<file path="src/rtl/bit_serial_adder_if.sv">
// Operand/result bus of the bit-serial adder plus the link to the external 1-bit full adder.
// slave is the controller's view; master is the view of the software/test side and the full adder.
interface bit_serial_adder_if #(
    parameter int WIDTH = 8
);
    logic             start;
    logic [WIDTH-1:0] A_in;
    logic [WIDTH-1:0] B_in;
    logic             Cin_in;
    logic             busy;
    logic             done;
    logic [WIDTH-1:0] S_out;
    logic             Cout_out;
    logic             fa_A;
    logic             fa_B;
    logic             fa_Cin;
    logic             fa_S;
    logic             fa_Cout;

    modport slave (
        input  start, A_in, B_in, Cin_in, fa_S, fa_Cout,
        output busy, done, S_out, Cout_out, fa_A, fa_B, fa_Cin
    );

    modport master (
        output start, A_in, B_in, Cin_in, fa_S, fa_Cout,
        input  busy, done, S_out, Cout_out, fa_A, fa_B, fa_Cin
    );
endinterface

</file>
<file path="src/rtl/bit_serial_adder.sv">
// Streams two WIDTH-bit operands LSB-first through an external full adder and collects
// the sum bit by bit, feeding the registered carry back each cycle.
module bit_serial_adder #(
    parameter int WIDTH = 8
) (
    input  logic                clk,
    input  logic                rst,
    bit_serial_adder_if.slave   bus
);
    // state   | meaning
    // IDLE    | waiting for start, full adder inputs held at 0
    // RUN     | one operand bit per cycle through the full adder, WIDTH cycles
    // DONE    | result registered, done pulses for one cycle
    localparam int CW = $clog2(WIDTH) + 1;

    localparam logic [1:0] ST_IDLE = 2'd0;
    localparam logic [1:0] ST_RUN  = 2'd1;
    localparam logic [1:0] ST_DONE = 2'd2;

    logic [1:0]       state;
    logic [WIDTH-1:0] a_sh;
    logic [WIDTH-1:0] b_sh;
    logic [WIDTH-1:0] s_sh;
    logic             carry;
    logic [CW-1:0]    cnt;
    logic [WIDTH-1:0] s_reg;
    logic             cout_reg;
    logic             run;
    logic             last_bit;

    assign run      = (state == ST_RUN);
    assign last_bit = (cnt == CW'(WIDTH - 1));

    // Full adder inputs are gated so the adder sees zeros outside RUN.
    assign bus.fa_A     = run & a_sh[0];
    assign bus.fa_B     = run & b_sh[0];
    assign bus.fa_Cin   = run & carry;
    assign bus.busy     = (state == ST_RUN) || (state == ST_DONE);
    assign bus.done     = (state == ST_DONE);
    assign bus.S_out    = s_reg;
    assign bus.Cout_out = cout_reg;

    always_ff @(posedge clk or posedge rst) begin
        if (rst) begin
            state    <= ST_IDLE;
            a_sh     <= '0;
            b_sh     <= '0;
            s_sh     <= '0;
            carry    <= 1'b0;
            cnt      <= '0;
            s_reg    <= '0;
            cout_reg <= 1'b0;
        end else begin
            case (state)
                ST_IDLE: begin
                    if (bus.start) begin
                        a_sh  <= bus.A_in;
                        b_sh  <= bus.B_in;
                        carry <= bus.Cin_in;
                        cnt   <= '0;
                        state <= ST_RUN;
                    end
                end
                ST_RUN: begin
                    s_sh  <= {bus.fa_S, s_sh[WIDTH-1:1]};
                    carry <= bus.fa_Cout;
                    a_sh  <= {1'b0, a_sh[WIDTH-1:1]};
                    b_sh  <= {1'b0, b_sh[WIDTH-1:1]};
                    cnt   <= cnt + 1'b1;
                    // Final sum bit goes straight into the result so it is valid in DONE.
                    if (last_bit) begin
                        s_reg    <= {bus.fa_S, s_sh[WIDTH-1:1]};
                        cout_reg <= bus.fa_Cout;
                        state    <= ST_DONE;
                    end
                end
                ST_DONE: begin
                    state <= ST_IDLE;
                end
                default: begin
                    state <= ST_IDLE;
                end
            endcase
        end
    end
endmodule

</file>
<file path="src/flat_wrapper.sv">
// flat-port wrapper written by rule: the top's interface ports become plain ports
module bit_serial_adder_flat 
#(
    parameter int WIDTH = 8
)
  (clk, rst, bus_start, bus_A_in, bus_B_in, bus_Cin_in, bus_fa_S, bus_fa_Cout, bus_busy, bus_done, bus_S_out, bus_Cout_out, bus_fa_A, bus_fa_B, bus_fa_Cin);
  bit_serial_adder_if #(.WIDTH(WIDTH)) bus_i ();
  input  logic clk;
  input  logic rst;
  input wire logic [$bits(bus_i.start)-1:0] bus_start;
  input wire logic [$bits(bus_i.A_in)-1:0] bus_A_in;
  input wire logic [$bits(bus_i.B_in)-1:0] bus_B_in;
  input wire logic [$bits(bus_i.Cin_in)-1:0] bus_Cin_in;
  input wire logic [$bits(bus_i.fa_S)-1:0] bus_fa_S;
  input wire logic [$bits(bus_i.fa_Cout)-1:0] bus_fa_Cout;
  output wire logic [$bits(bus_i.busy)-1:0] bus_busy;
  output wire logic [$bits(bus_i.done)-1:0] bus_done;
  output wire logic [$bits(bus_i.S_out)-1:0] bus_S_out;
  output wire logic [$bits(bus_i.Cout_out)-1:0] bus_Cout_out;
  output wire logic [$bits(bus_i.fa_A)-1:0] bus_fa_A;
  output wire logic [$bits(bus_i.fa_B)-1:0] bus_fa_B;
  output wire logic [$bits(bus_i.fa_Cin)-1:0] bus_fa_Cin;
  assign bus_i.start = bus_start;
  assign bus_i.A_in = bus_A_in;
  assign bus_i.B_in = bus_B_in;
  assign bus_i.Cin_in = bus_Cin_in;
  assign bus_i.fa_S = bus_fa_S;
  assign bus_i.fa_Cout = bus_fa_Cout;
  assign bus_busy = bus_i.busy;
  assign bus_done = bus_i.done;
  assign bus_S_out = bus_i.S_out;
  assign bus_Cout_out = bus_i.Cout_out;
  assign bus_fa_A = bus_i.fa_A;
  assign bus_fa_B = bus_i.fa_B;
  assign bus_fa_Cin = bus_i.fa_Cin;
  bit_serial_adder #(.WIDTH(WIDTH)) u_core (.clk(clk), .rst(rst), .bus(bus_i));
endmodule
</file>
<file path="config.mk">
export PLATFORM = sky130hd
export DESIGN_NAME = bit_serial_adder_flat
export DESIGN_NICKNAME = d
export VERILOG_FILES = /design/src/rtl/bit_serial_adder_if.sv /design/src/rtl/bit_serial_adder.sv /design/src/flat_wrapper.sv
export SDC_FILE = /design/constraint.sdc
export NUM_CORES = 1
export LEC_CHECK = 0
export CAP_MARGIN = 25
export CORE_MARGIN = 1
export CORE_UTILIZATION = 50
export DETAILED_ROUTE_END_ITERATION = 8
export GPL_TIMING_DRIVEN = 0
export PLACE_DENSITY = 0.78
export SYNTH_ARGS = -nofsm -noshare
export SYNTH_HDL_FRONTEND = slang
export SYNTH_SLANG_ARGS = --single-unit
</file>
<file path="constraint.sdc">
create_clock -name clk -period 4.05 [get_ports clk]
set_input_delay 0.6075 -clock clk [delete_from_list [all_inputs] [get_ports clk]]
set_output_delay 0.6075 -clock clk [all_outputs]
set_load 0.05 [all_outputs]
</file>
## After elaboration in Yosys (flattened, before gate mapping)

Index checks and enable logic that the tools add are counted.

| word-level totals | value |
|---|---|
| flip-flop bits (word level) | 40 |
| latch bits | 0 |
| memory bits (writable) | 0 |
| bits in read-only memories | 0 |
| input port bits | 22 |
| output and inout port bits | 14 |
| logic and storage cells | 34 |
| memories kept | 0 |

| operators by class | value |
|---|---|
| $add $sub $neg | 1 |
| multiply operators | 0 |
| divide/modulo/power cells | 0 |
| $lt $le $gt $ge | 0 |
| equal/unequal tests | 5 |
| shift operators | 0 |
| multiplexer cells | 11 |
| bitwise operators | 3 |
| reduce and logical (&&, ||, !) cells | 6 |

Operators by type and width:

| kind | number |
|---|---|
| 8-bit one-hot mux with 2 select lines | 2 |
| 8-bit 2-to-1 mux | 2 |
| 4-bit one-hot mux with 2 select lines | 1 |
| 2-bit AND reduction | 3 |
| 4-bit by 1-bit adder with 4-bit output (second input constant) | 1 |
| 4-bit by 3-bit equality test with 1-bit output (second input constant) | 1 |
| 2-bit 2-to-1 mux | 2 |
| 4-bit 2-to-1 mux | 1 |
| 2-bit != test (second input constant) | 2 |
| 2-bit one-hot mux with 2 select lines | 1 |
| 1-bit bitwise AND | 3 |
| 2-bit by 1-bit equality test with 1-bit output (second input constant) | 1 |
| 2-bit equality test (second input constant) | 1 |
| 2-bit logical NOT | 1 |
| 1-bit one-hot mux with 2 select lines | 1 |
| 2-bit nonzero test | 1 |
| 1-bit logical OR | 1 |
| 1-bit 2-to-1 mux | 1 |

## Depth between registers and ports, before layout

Gate-level depths: netlist of the first run.

| logic depth | value |
|---|---|
| word-level depth | 3 |
| mapped depth | 8 |
| mapped depth without buffers | 5 |

## Worst setup path after synthesis of the first run

No wires, ideal clock.

| timing | value |
|---|---|
| path type | register to output |
| start | register u_core.state[1] |
| end | output port bus_fa_A |
| arrival time | 1425 ps |
| required time | 3442 ps |
| slack | 2017 ps |
| cell stages (with the launch flop) | 6 |
| buffers on the path | 2 |
| path through | dfrtp_1 inv_1 ha_1 buf_4 clkbuf_1 and2_1 |

| on the way | value |
|---|---|
| word-level cells in the longest chain between the ends | 2 |

RTL lines:

| what | RTL line | text |
|---|---|---|
| from (decl) | bit_serial_adder.sv:20 | `logic [1:0] state;` |
| from (signal assigned) | bit_serial_adder.sv:45 | `state <= ST_IDLE;` |
| from (signal assigned) | bit_serial_adder.sv:61 | `state <= ST_RUN;` |
| from (signal assigned) | bit_serial_adder.sv:74 | `state <= ST_DONE;` |
| 2-bit by 1-bit equality test with 1-bit output | bit_serial_adder.sv:31 | `assign run = (state == ST_RUN);` |
| 1-bit bitwise AND | bit_serial_adder.sv:35 | `assign bus.fa_A = run & a_sh[0];` |
| to (decl) | flat_wrapper.sv:20 | `output wire logic [$bits(bus_i.fa_A)-1:0] bus_fa_A;` |

Every way passes these cells.

## Worst setup path in the final report of the first run

| timing | value |
|---|---|
| start | register u_core.state[1] |
| end | output port bus_fa_B |

| on the way | value |
|---|---|
| word-level cells in the longest chain between the ends | 2 |

RTL lines:

| what | RTL line | text |
|---|---|---|
| 2-bit by 1-bit equality test with 1-bit output | bit_serial_adder.sv:31 |  |
| 1-bit bitwise AND | bit_serial_adder.sv:36 | `assign bus.fa_B = run & b_sh[0];` |
| to (decl) | flat_wrapper.sv:21 | `output wire logic [$bits(bus_i.fa_B)-1:0] bus_fa_B;` |

Every way passes these cells.

==> flow_metrics.py, run 1 <==
metrics = {
    "global_route": {
        "antenna_found_initial": 0,
        "grt_max_degree": 40,
        "grtUsageTotal": 0.202,
        "grt_pass1_vias": 1203,
        "grt_overflow": 0,
        "grt_pass1_wl_mm": 5.38,
    },
    "logic_synthesis": {
        "syn_inst": 148,
        "ys_top_cells_by_count": "39 x dfrtp_1, 22 x nand2_1, 18 x o21ai_1, 16 x mux2i_1, 9 x mux2_4",
        "synth-seq-cells": 39,
        "syn-mean-instance-area_um2": 12.0,
        "ys_warn_count": 0,
        "async_reset_ff_frac": 1.00,
        "synth.top_cell.area_share": 0.548,
        "synthSimpleGateAreaFrac": 0.0991,
        "synthTopCellsByArea": "dfrtp_1 55%, mux2i_1 9.0%, mux2_4 7.6%",
        "yosysUniqueCellTypes": 25,
        "yosysTopAreaCell": "dfrtp_1",
        "synth_seq_area_share": 0.548,
        "synth-adder-area-share": 0.0281,
        "synth_top_family_by_area": "multiplexers",
        "synth-edff-count": 0,
        "synthXorXnorAreaFrac": 0,
        "synth_compound_area_frac": 0.0731,
        "ys.flop_type": "dfrtp_1",
        "synthesis.area_mm2": 0.00178,
        "synth.net_count": 174,
        "synth_mux_area_frac": 0.210,
        "synth.most_common_cell": "dfrtp_1",
    },
    "setup_path": {
        "crit_buf_inv": 4,
        "crit_end": "bus_fa_B",
        "crit_required_ns": 3.44,
        "critPathLaunchType": "register",
        "path_max_fanout": 10,
        "startpoint": "u_core.state[1]$_DFFE_PP0P_",
        "slowest_stage": "clkdlybuf4s50_1",
        "worstSetupPathType": "register to output pin",
        "endpoint_kind": "output pin",
        "worst-path-stages": 6,
        "reg2reg_slack_ns": 2.28,
        "path_delay_family": "buffers and inverters",
        "arrival_ns": 2.54,
        "worstReg2RegEnd": "u_core.a_sh[3]$_DFFE_PP0P_",
        "r2r-start": "u_core.state[0]$_DFFE_PP0P_",
        "path_cells": "inv_1 > ha_1 > buf_4 > clkbuf_1 > and2_1 > clkdlybuf4s50_1",
        "slowest_delay_ns": 0.80,
        "reg2reg_depth": 7,
    },
    "status": {
        "status": "completed",
    },
    "sta": {
        "worst_pin_slew_ns": 0.793,
        "fmax_mhz": 317,
        "rsz0062_at_grt": "false",
        "fin_crit_ns": 3.15,
        "setup_violations": 0,
        "fin_skew_ns": 0.0147,
        "finalHoldViolCount": 0,
        "slew-limit-headroom": 0.470,
        "post-route-period-util": 0.778,
        "slew_viol_final": 0,
        "timing.setup.tns_ns": 0,
    },
    "routing": {
        "drc_errors": 0,
        "post_drt_via_cell_ratio": 5.18,
        "vias": 1227,
        "drt_wl_total_mm": 3.33,
        "drt_pass1_iterations": 4,
        "ant_nets": 0,
        "drtIter0Drc": 29,
        "wl_per_cell_um": 14.1,
    },
    "cts": {
        "root_buffer": "clkbuf_4",
        "cts_setup_buffers": 0,
        "clk_path_buf_depth": 2,
        "htree_levels": 2,
        "clock_sinks": 39,
        "path_clk_slew_ns": 0.12,
        "ctsHoldBuffers": 0,
        "clk_latency_ns": 0.36,
        "cts_made_buffers": 5,
        "cts_tree": "done",
        "cts_resized": 0,
    },
    "final_layout": {
        "n_fill_cell": 277,
        "num-nets-final": 216,
        "n_antenna_cell": 0,
        "drive_above_1_share": 0.141,
        "syn_to_final_growth_pct": 27.5,
    },
    "pwr": {
        "leakage_nw": 1.05,
        "p_sw_mw": 0.719,
        "p_clk_frac": 0.149,
        "power.internal_mw": 1.05,
        "seqPwrFrac": 0.376,
        "combPwrFrac": 0.475,
        "ir_drop_mv": 0.321,
        "netSwitchingFraction": 0.406,
        "power.total_mw": 1.77,
        "power_density_mw_per_mm2": 781,
    },
    "placed_design": {
        "port_buffers": 35,
        "dp_hpwl_mm": 2.37,
        "gp_congestion": 0.736,
    },
    "floorplan": {
        "die_h_um": 61.7,
        "rows": 21,
        "die-area_mm2": 0.00380,
        "fp.dieW_um": 61.7,
        "coreArea_mm2": 0.00336,
        "pin_count": 36,
        "start_util": 0.529,
    },
    "worst_hold_path": {
        "holdPathStages": 2,
        "hold_path.class": "register to register",
    },
    "job": {
        "cap_violations": 0,
    },
}
## cells by family (layout without fill, tap and decap cells)
group                    count (synthesis)  after routing
flip-flops                              39             39
AND/OR/NAND/NOR                         37             37
multiplexers                            32             32
AO/OA/AOI/OAI                           23             23
buffers and inverters                   13             56
adder cells (fa/ha/maj)                  4              4
## cells in the final DEF, fill, tap and decap left out, types with 2 or more instances in the layout
master	n
dfrtp_1	39
clkdlybuf4s50_1	35
nand2_1	22
o21ai_1	18
mux2i_1	16
mux2_4	9
mux2_1	7
buf_2	5
clkbuf_4	5
nand2b_1	4
ha_1	4
and2_1	3
nand3_1	3
inv_2	2
nand3b_1	2
buf_6	2
inv_1	2
## routing by layer
metal  global-route usage  share of wire  vias up
li1                     -              -      592
met1                0.243           0.44      596
met2                0.343           0.50       33
met5                    0              0        -
met3               0.0630          0.043        6
met4               0.0730          0.015        0
## power by group through the flow
| stage | combinational [mW] | clock (mW) | sequential, mW |
|---|---|---|---|
| after global routing | 0.921 | 0.288 | 0.692 |
| after detailed placement | 0.849 | 0 | 0.677 |
| after CTS | 0.853 | 0.269 | 0.667 |
| after floorplan | 0.516 | 0 | 0.768 |
| after global placement | 0.820 | 0 | 0.666 |
| final | 0.841 | 0.264 | 0.666 |
## through the flow
stage / util / area (µm²) / setup WS (ns) / instances / hold WS (ns)
final: 0.675 / 2270 / 0.899 / 237 / 0.499
after detailed placement: 0.651 / 2190 / 1.29 / 229 / 0.476
after global placement: 0.651 / 2190 / 1.33 / 229 / 0.465
after global routing: 0.675 / 2270 / 0.773 / 237 / 0.536
after floorplan: - / 1780 / 2.02 / 148 / 0.447
after CTS: 0.675 / 2270 / 0.881 / 237 / 0.502
## area by class of cell
type	count	area, µm²	share of cell area
inverter	4	15.0	0.00662
clock inverter	3	43.8	0.0193
timing repair buffer	35	350	0.154
multi-input combinational	96	731	0.322
sequential	39	976	0.430
buffer	9	58.8	0.0259
clock buffer	5	37.5	0.0165
tap	46	57.6	0.0254
## worst min-delay path by stage
stage / startpoint / endpoint / slack, ns
6_report: u_core.a_sh[4]$_DFFE_PP0P_ / u_core.a_sh[4]$_DFFE_PP0P_ / 0.50
5_1_grt: u_core.s_sh[1]$_DFFE_PP0P_ / u_core.s_sh[1]$_DFFE_PP0P_ / 0.54
4_1_cts: u_core.a_sh[4]$_DFFE_PP0P_ / u_core.a_sh[4]$_DFFE_PP0P_ / 0.50
3_5_place_dp: u_core.b_sh[2]$_DFFE_PP0P_ / u_core.b_sh[2]$_DFFE_PP0P_ / 0.48
3_3_place_gp: u_core.a_sh[0]$_DFFE_PP0P_ / u_core.a_sh[0]$_DFFE_PP0P_ / 0.46
2_1_floorplan: u_core.a_sh[0]$_DFFE_PP0P_ / u_core.a_sh[0]$_DFFE_PP0P_ / 0.45
## worst min-delay path, stage by stage (launching register included)
cell,delay [ns]
dfrtp_1,0.36
nand2_1,0.05
o21ai_1,0.06
## state kept, by name (all words and copies together), names as in the netlist
signal	flops
u_core.a_sh	8
u_core.b_sh	8
u_core.bus.S_out	8
u_core.s_sh	7
u_core.cnt	4
u_core.state	2
u_core.bus.Cout_out	1
u_core.carry	1
Power figures use the tool's default switching activity.
==> run 2, diff against run 1 <==
==> constraint.sdc (replaced) <==
create_clock -name clk -period 3 [get_ports clk]
set_input_delay 0.45 -clock clk [delete_from_list [all_inputs] [get_ports clk]]
set_output_delay 0.45 -clock clk [all_outputs]
set_load 0.05 [all_outputs]
==> run 2 against run 1 <==
  * Combinational power increased by 34%
  * Routed wire length increased by 1.7%
  * Final cell count did not move
  * Sequential cell count is the same
  * Clock-buffer cell count stayed put
  * Largest cell class unchanged
==> flow_metrics.py, run 2 (synthesis gave the netlist of run 1 again) <==
metrics = {
    "global_route": {
        "antenna_found_initial": 0,
        "grtUsageTotal": 0.202,
        "grt_pass1_vias": 1203,
        "grt_pass1_wl_mm": 5.38,
        "grt_max_degree": 40,
        "grt_overflow": 0,
    },
    "setup_path": {
        "reg2reg_depth": 7,
        "worstSetupPathType": "register to output pin",
        "worstReg2RegEnd": "u_core.a_sh[3]$_DFFE_PP0P_",
        "path_max_fanout": 10,
        "slowest_stage": "dlygate4sd2_1",
        "critPathLaunchType": "register",
        "arrival_ns": 2.29,
        "r2r-start": "u_core.state[0]$_DFFE_PP0P_",
        "path_cells": "inv_1 > ha_1 > buf_4 > clkbuf_1 > and2_1 > dlygate4sd2_1",
        "crit_required_ns": 2.55,
        "endpoint_kind": "output pin",
        "reg2reg_slack_ns": 1.21,
        "slowest_delay_ns": 0.52,
    },
    "cts": {
        "clock_sinks": 39,
        "ctsHoldBuffers": 0,
        "clk_path_buf_depth": 2,
        "root_buffer": "clkbuf_4",
        "cts_setup_buffers": 0,
        "path_clk_slew_ns": 0.12,
        "cts_tree": "done",
        "cts_made_buffers": 5,
        "clk_latency_ns": 0.36,
        "htree_levels": 2,
    },
    "routing": {
        "post_drt_via_cell_ratio": 5.22,
        "ant_nets": 0,
        "drc_errors": 0,
        "drt_wl_total_mm": 3.39,
        "wl_per_cell_um": 14.3,
        "vias": 1238,
        "drtIter0Drc": 23,
        "drt_pass1_iterations": 4,
    },
    "status": {
        "status": "completed",
    },
    "floorplan": {
        "die_h_um": 61.7,
        "start_util": 0.529,
        "coreArea_mm2": 0.00336,
        "pin_count": 36,
        "fp.dieW_um": 61.7,
        "die-area_mm2": 0.00380,
        "rows": 21,
    },
    "sta": {
        "slew_viol_final": 0,
        "timing.setup.tns_ns": 0,
        "rsz0062_at_grt": "false",
        "setup_violations": 0,
        "fin_skew_ns": 0.0143,
        "finalWorstSetupSlack_ns": 0.256,
        "slew-limit-headroom": 0.470,
        "finalHoldViolCount": 0,
        "worst_pin_slew_ns": 0.794,
        "fin_crit_ns": 2.74,
        "fmax_mhz": 364,
        "hold_ws_ns": 0.499,
        "post-route-period-util": 0.915,
    },
    "final_layout": {
        "final_common_cell": "dfrtp_1",
        "n_antenna_cell": 0,
        "num-nets-final": 216,
        "final_cell_mix": "39 x dfrtp_1, 32 x clkdlybuf4s50_1, 22 x nand2_1",
        "drive_above_1_share": 0.141,
        "n_fill_cell": 276,
        "syn_to_final_growth_pct": 27.5,
    },
    "worst_hold_path": {
        "holdPathStages": 2,
        "min_from": "u_core.a_sh[4]$_DFFE_PP0P_",
        "min_to": "u_core.a_sh[4]$_DFFE_PP0P_",
        "hold_path.class": "register to register",
    },
    "placed_design": {
        "dp_hpwl_mm": 2.37,
        "dp_slack_ns": 0.401,
        "gp_congestion": 0.736,
        "port_buffers": 35,
    },
    "pwr": {
        "leakage_nw": 1.08,
        "power_density_mw_per_mm2": 1050,
        "ir_drop_mv": 0.419,
        "power.total_mw": 2.39,
    },
    "job": {
        "cap_violations": 0,
    },
}
## run 2: cell count changes in the layout (fill, tap and decap cells not counted)
cell,change
dlymetal6s2s_1,+1
clkdlybuf4s50_1,-3
dlygate4sd2_1,+2
## run 2: how the worst max path moves through the flow
| stage | slack, ns | to | start | cells after the start |
|---|---|---|---|---|
| floorplan | 1.12 | bus_fa_A | u_core.state[1]$_DFFE_PP0P_ | 5 |
| global placement | 0.44 | bus_fa_A | u_core.state[1]$_DFFE_PP0P_ | 6 |
| detailed placement | 0.40 | bus_fa_B | u_core.state[1]$_DFFE_PP0P_ | 6 |
| CTS | 0.01 | bus_fa_Cin | u_core.state[1]$_DFFE_PP0P_ | 6 |
| global route | 0.14 | bus_fa_B | u_core.state[1]$_DFFE_PP0P_ | 6 |
| finish | 0.26 | bus_fa_B | u_core.state[1]$_DFFE_PP0P_ | 6 |
## run 2: report_power, final
| group | total [mW] | switching (mW) | internal, mW | leakage, nW |
|---|---|---|---|---|
| logic | 1.13 | 0.655 | 0.479 | 0.537 |
| registers | 0.899 | 0.138 | 0.761 | 0.493 |
| clock network | 0.357 | 0.182 | 0.175 | 0.0452 |
## run 2: timing repair
item / 4_1_cts / 5_1_grt
hold endpoints to repair: 0 / 0
resized for setup: 2 / 1
gates cloned: 0 / 0
setup endpoints to repair: 2 / 1
## run 2: routing by layer
layer	track usage	part of all wire
met4	0.0730	0.015
met1	0.243	0.43
met2	0.343	0.50
met5	0	0
met3	0.0630	0.046
## run 2: critical path: cells and delay by family, from the launching register on
family,cells,cell delay [ns]
adders and majority gates,1,0.16
buffers and inverters,4,1.16
DFF,1,0.40
and+or+nand+nor,1,0.21
## run 2: layout make-up
class,count,area [µm²],share of cell area
inverter,4,15.0,0.00662
tap,46,57.6,0.0254
buffer,9,58.8,0.0259
clock inverter,3,43.8,0.0193
sequential,39,976,0.430
timing repair buffer,35,350,0.154
multi-input combinational,96,731,0.322
clock buffer,5,37.5,0.0165
## run 2: metrics by stage
step / area, µm² / utilization / instances
CTS: 2270 / 0.674 / 237
global route: 2270 / 0.675 / 237
detailed placement: 2190 / 0.651 / 229
global placement: 2190 / 0.651 / 229
floorplan: 1780 / - / 148
finish: 2270 / 0.675 / 237
==> run 3, diff against run 2 <==
--- a/config.mk
+++ b/config.mk
@@ -6,8 +6,8 @@
 export NUM_CORES = 1
 export LEC_CHECK = 0
 export CAP_MARGIN = 25
-export CORE_MARGIN = 1
 export CORE_UTILIZATION = 50
+export CTS_BUF_LIST = sky130_fd_sc_hd__clkbuf_8
 export DETAILED_ROUTE_END_ITERATION = 8
 export GPL_TIMING_DRIVEN = 0
 export PLACE_DENSITY = 0.78
==> run 3 against run 2 <==
  * Non-clock buffer count is the same
  * Register-to-register slack is essentially flat
  * Clock power grew 22%
  * Global-route usage is essentially flat
  * Combinational power is essentially flat
  * Setup slack gained 0.17 ns
  * Sequential share of layout area shrank 0.72 points
  * Critical path depth is the same
  * Final cell count is the same
  * Core utilization grew 1.2 points
  * Die area is the same
  * Critical endpoint unchanged
  * Highest routed layer unchanged
==> flow_metrics.py, run 3 (synthesis gave the netlist of run 1 again) <==
metrics = {
    "status": {
        "status": "completed",
    },
    "floorplan": {
        "start_util": 0.529,
        "fp.dieW_um": 61.7,
        "coreArea_mm2": 0.00336,
        "pin_count": 36,
        "rows": 21,
        "die-area_mm2": 0.00380,
        "die_h_um": 61.7,
    },
    "final_layout": {
        "final_common_cell": "dfrtp_1",
        "drive_above_1_share": 0.141,
        "num-nets-final": 216,
        "syn_to_final_growth_pct": 29.7,
        "final_cell_mix": "39 x dfrtp_1, 32 x clkdlybuf4s50_1, 22 x nand2_1",
        "fin_cells": 237,
        "n_antenna_cell": 0,
        "fin_util": 0.686,
    },
    "setup_path": {
        "r2r-start": "u_core.state[0]$_DFFE_PP0P_",
        "startpoint": "u_core.state[1]$_DFFE_PP0P_",
        "endpoint_kind": "output pin",
        "reg2reg_slack_ns": 1.21,
        "crit_required_ns": 2.55,
        "reg2reg_depth": 7,
        "worstReg2RegEnd": "u_core.a_sh[3]$_DFFE_PP0P_",
        "arrival_ns": 2.12,
        "worstSetupPathType": "register to output pin",
        "path_max_fanout": 10,
        "critPathLaunchType": "register",
    },
    "cts": {
        "clk_latency_ns": 0.30,
        "cts_tree": "done",
        "cts_made_buffers": 5,
        "root_buffer": "clkbuf_8",
        "clock_sinks": 39,
        "htree_levels": 2,
        "clk_path_buf_depth": 2,
        "path_clk_slew_ns": 0.08,
    },
    "placed_design": {
        "placed_cells": 229,
        "gp_congestion": 0.736,
        "port_buffers": 35,
        "dp_hpwl_mm": 2.37,
    },
    "pwr": {
        "leakage_nw": 1.11,
        "power_density_mw_per_mm2": 1070,
        "ir_drop_mv": 0.513,
    },
    "sta": {
        "slew_viol_final": 0,
        "fmax_mhz": 389,
        "finalHoldViolCount": 0,
        "post-route-period-util": 0.857,
        "slew-limit-headroom": 0.469,
        "fin_skew_ns": 0.00925,
        "rsz0062_at_grt": "false",
        "setup_violations": 0,
        "fin_crit_ns": 2.57,
        "worst_pin_slew_ns": 0.795,
        "timing.setup.tns_ns": 0,
    },
    "routing": {
        "wl_per_cell_um": 14.3,
        "vias": 1224,
        "drt_pass1_iterations": 4,
        "drtIter0Drc": 21,
        "post_drt_via_cell_ratio": 5.16,
        "drt_wl_total_mm": 3.38,
        "ant_nets": 0,
        "drc_errors": 0,
    },
    "worst_hold_path": {
        "hold_path.class": "register to register",
        "holdPathStages": 2,
        "min_from": "u_core.a_sh[4]$_DFFE_PP0P_",
        "min_to": "u_core.a_sh[4]$_DFFE_PP0P_",
    },
    "global_route": {
        "grt_pass1_wl_mm": 5.40,
        "antenna_found_initial": 0,
        "grt_max_degree": 40,
        "grtUsageTotal": 0.203,
        "grt_overflow": 0,
        "grt_pass1_vias": 1205,
    },
    "job": {
        "cap_violations": 0,
    },
}
## run 3: cell count changes in the layout (fill, tap and decap cells not counted)
| cell | previous run | this run |
|---|---|---|
| clkbuf_8 | 0 | 5 |
| dlygate4sd2_1 | 2 | 0 |
| dlymetal6s2s_1 | 1 | 3 |
| clkbuf_4 | 5 | 0 |
## run 3: worst max path at each step
stage	endpoint	slack, ns	cells after the start
after global routing	bus_fa_A	0.32	6
final	bus_fa_B	0.43	6
after detailed placement	bus_fa_B	0.40	6
after global placement	bus_fa_A	0.44	6
after CTS	bus_fa_B	0.06	6
after floorplan	bus_fa_A	1.12	5
## run 3: critical path, stage by stage, from the launching register on
cell	delay (ns)
dfrtp_1	0.39
inv_1	0.11
ha_1	0.16
buf_4	0.17
clkbuf_1	0.37
and2_1	0.21
dlymetal6s2s_1	0.42
## run 3: report_power, final
group	internal [mW]	switching, mW	leakage (nW)
Sequential	0.764	0.137	0.493
Combinational	0.485	0.657	0.561
Clock	0.247	0.187	0.0581
Total	1.50	0.982	1.11
## run 3: cell type report
class	instances	area, µm²
Clock inverter	3	43.8
Fill cell	278	1050
Tap cell	46	57.6
Inverter	4	15.0
Multi-Input combinational cell	96	731
Clock buffer	5	68.8
Buffer	9	58.8
Timing Repair Buffer	35	358
Sequential cell	39	976
## run 3: routing by layer
layer / track usage / wire (µm) / vias to the layer above
met5: 0 / 0 / -
met4: 0.0730 / 39 / 0
met3: 0.0630 / 132 / 5
met2: 0.343 / 1730 / 29
met1: 0.244 / 1480 / 600
li1: - / - / 590
## run 3: through the flow
stage	setup WS, ns	hold slack, ns	cell area (µm²)	total power [mW]
after floorplan	1.12	0.447	1780	1.73
after global placement	0.442	0.465	2190	2.01
after detailed placement	0.401	0.476	2190	2.06
after CTS	0.0619	0.492	2300	2.50
after global routing	0.321	0.525	2310	2.65
final	0.429	0.489	2310	2.48
## run 3: what timing repair did
item                       in CTS  in global routing
buffers inserted                0                  0
setup endpoints to repair       0                  3
resized for setup               0                  3
hold buffers                    0                  0
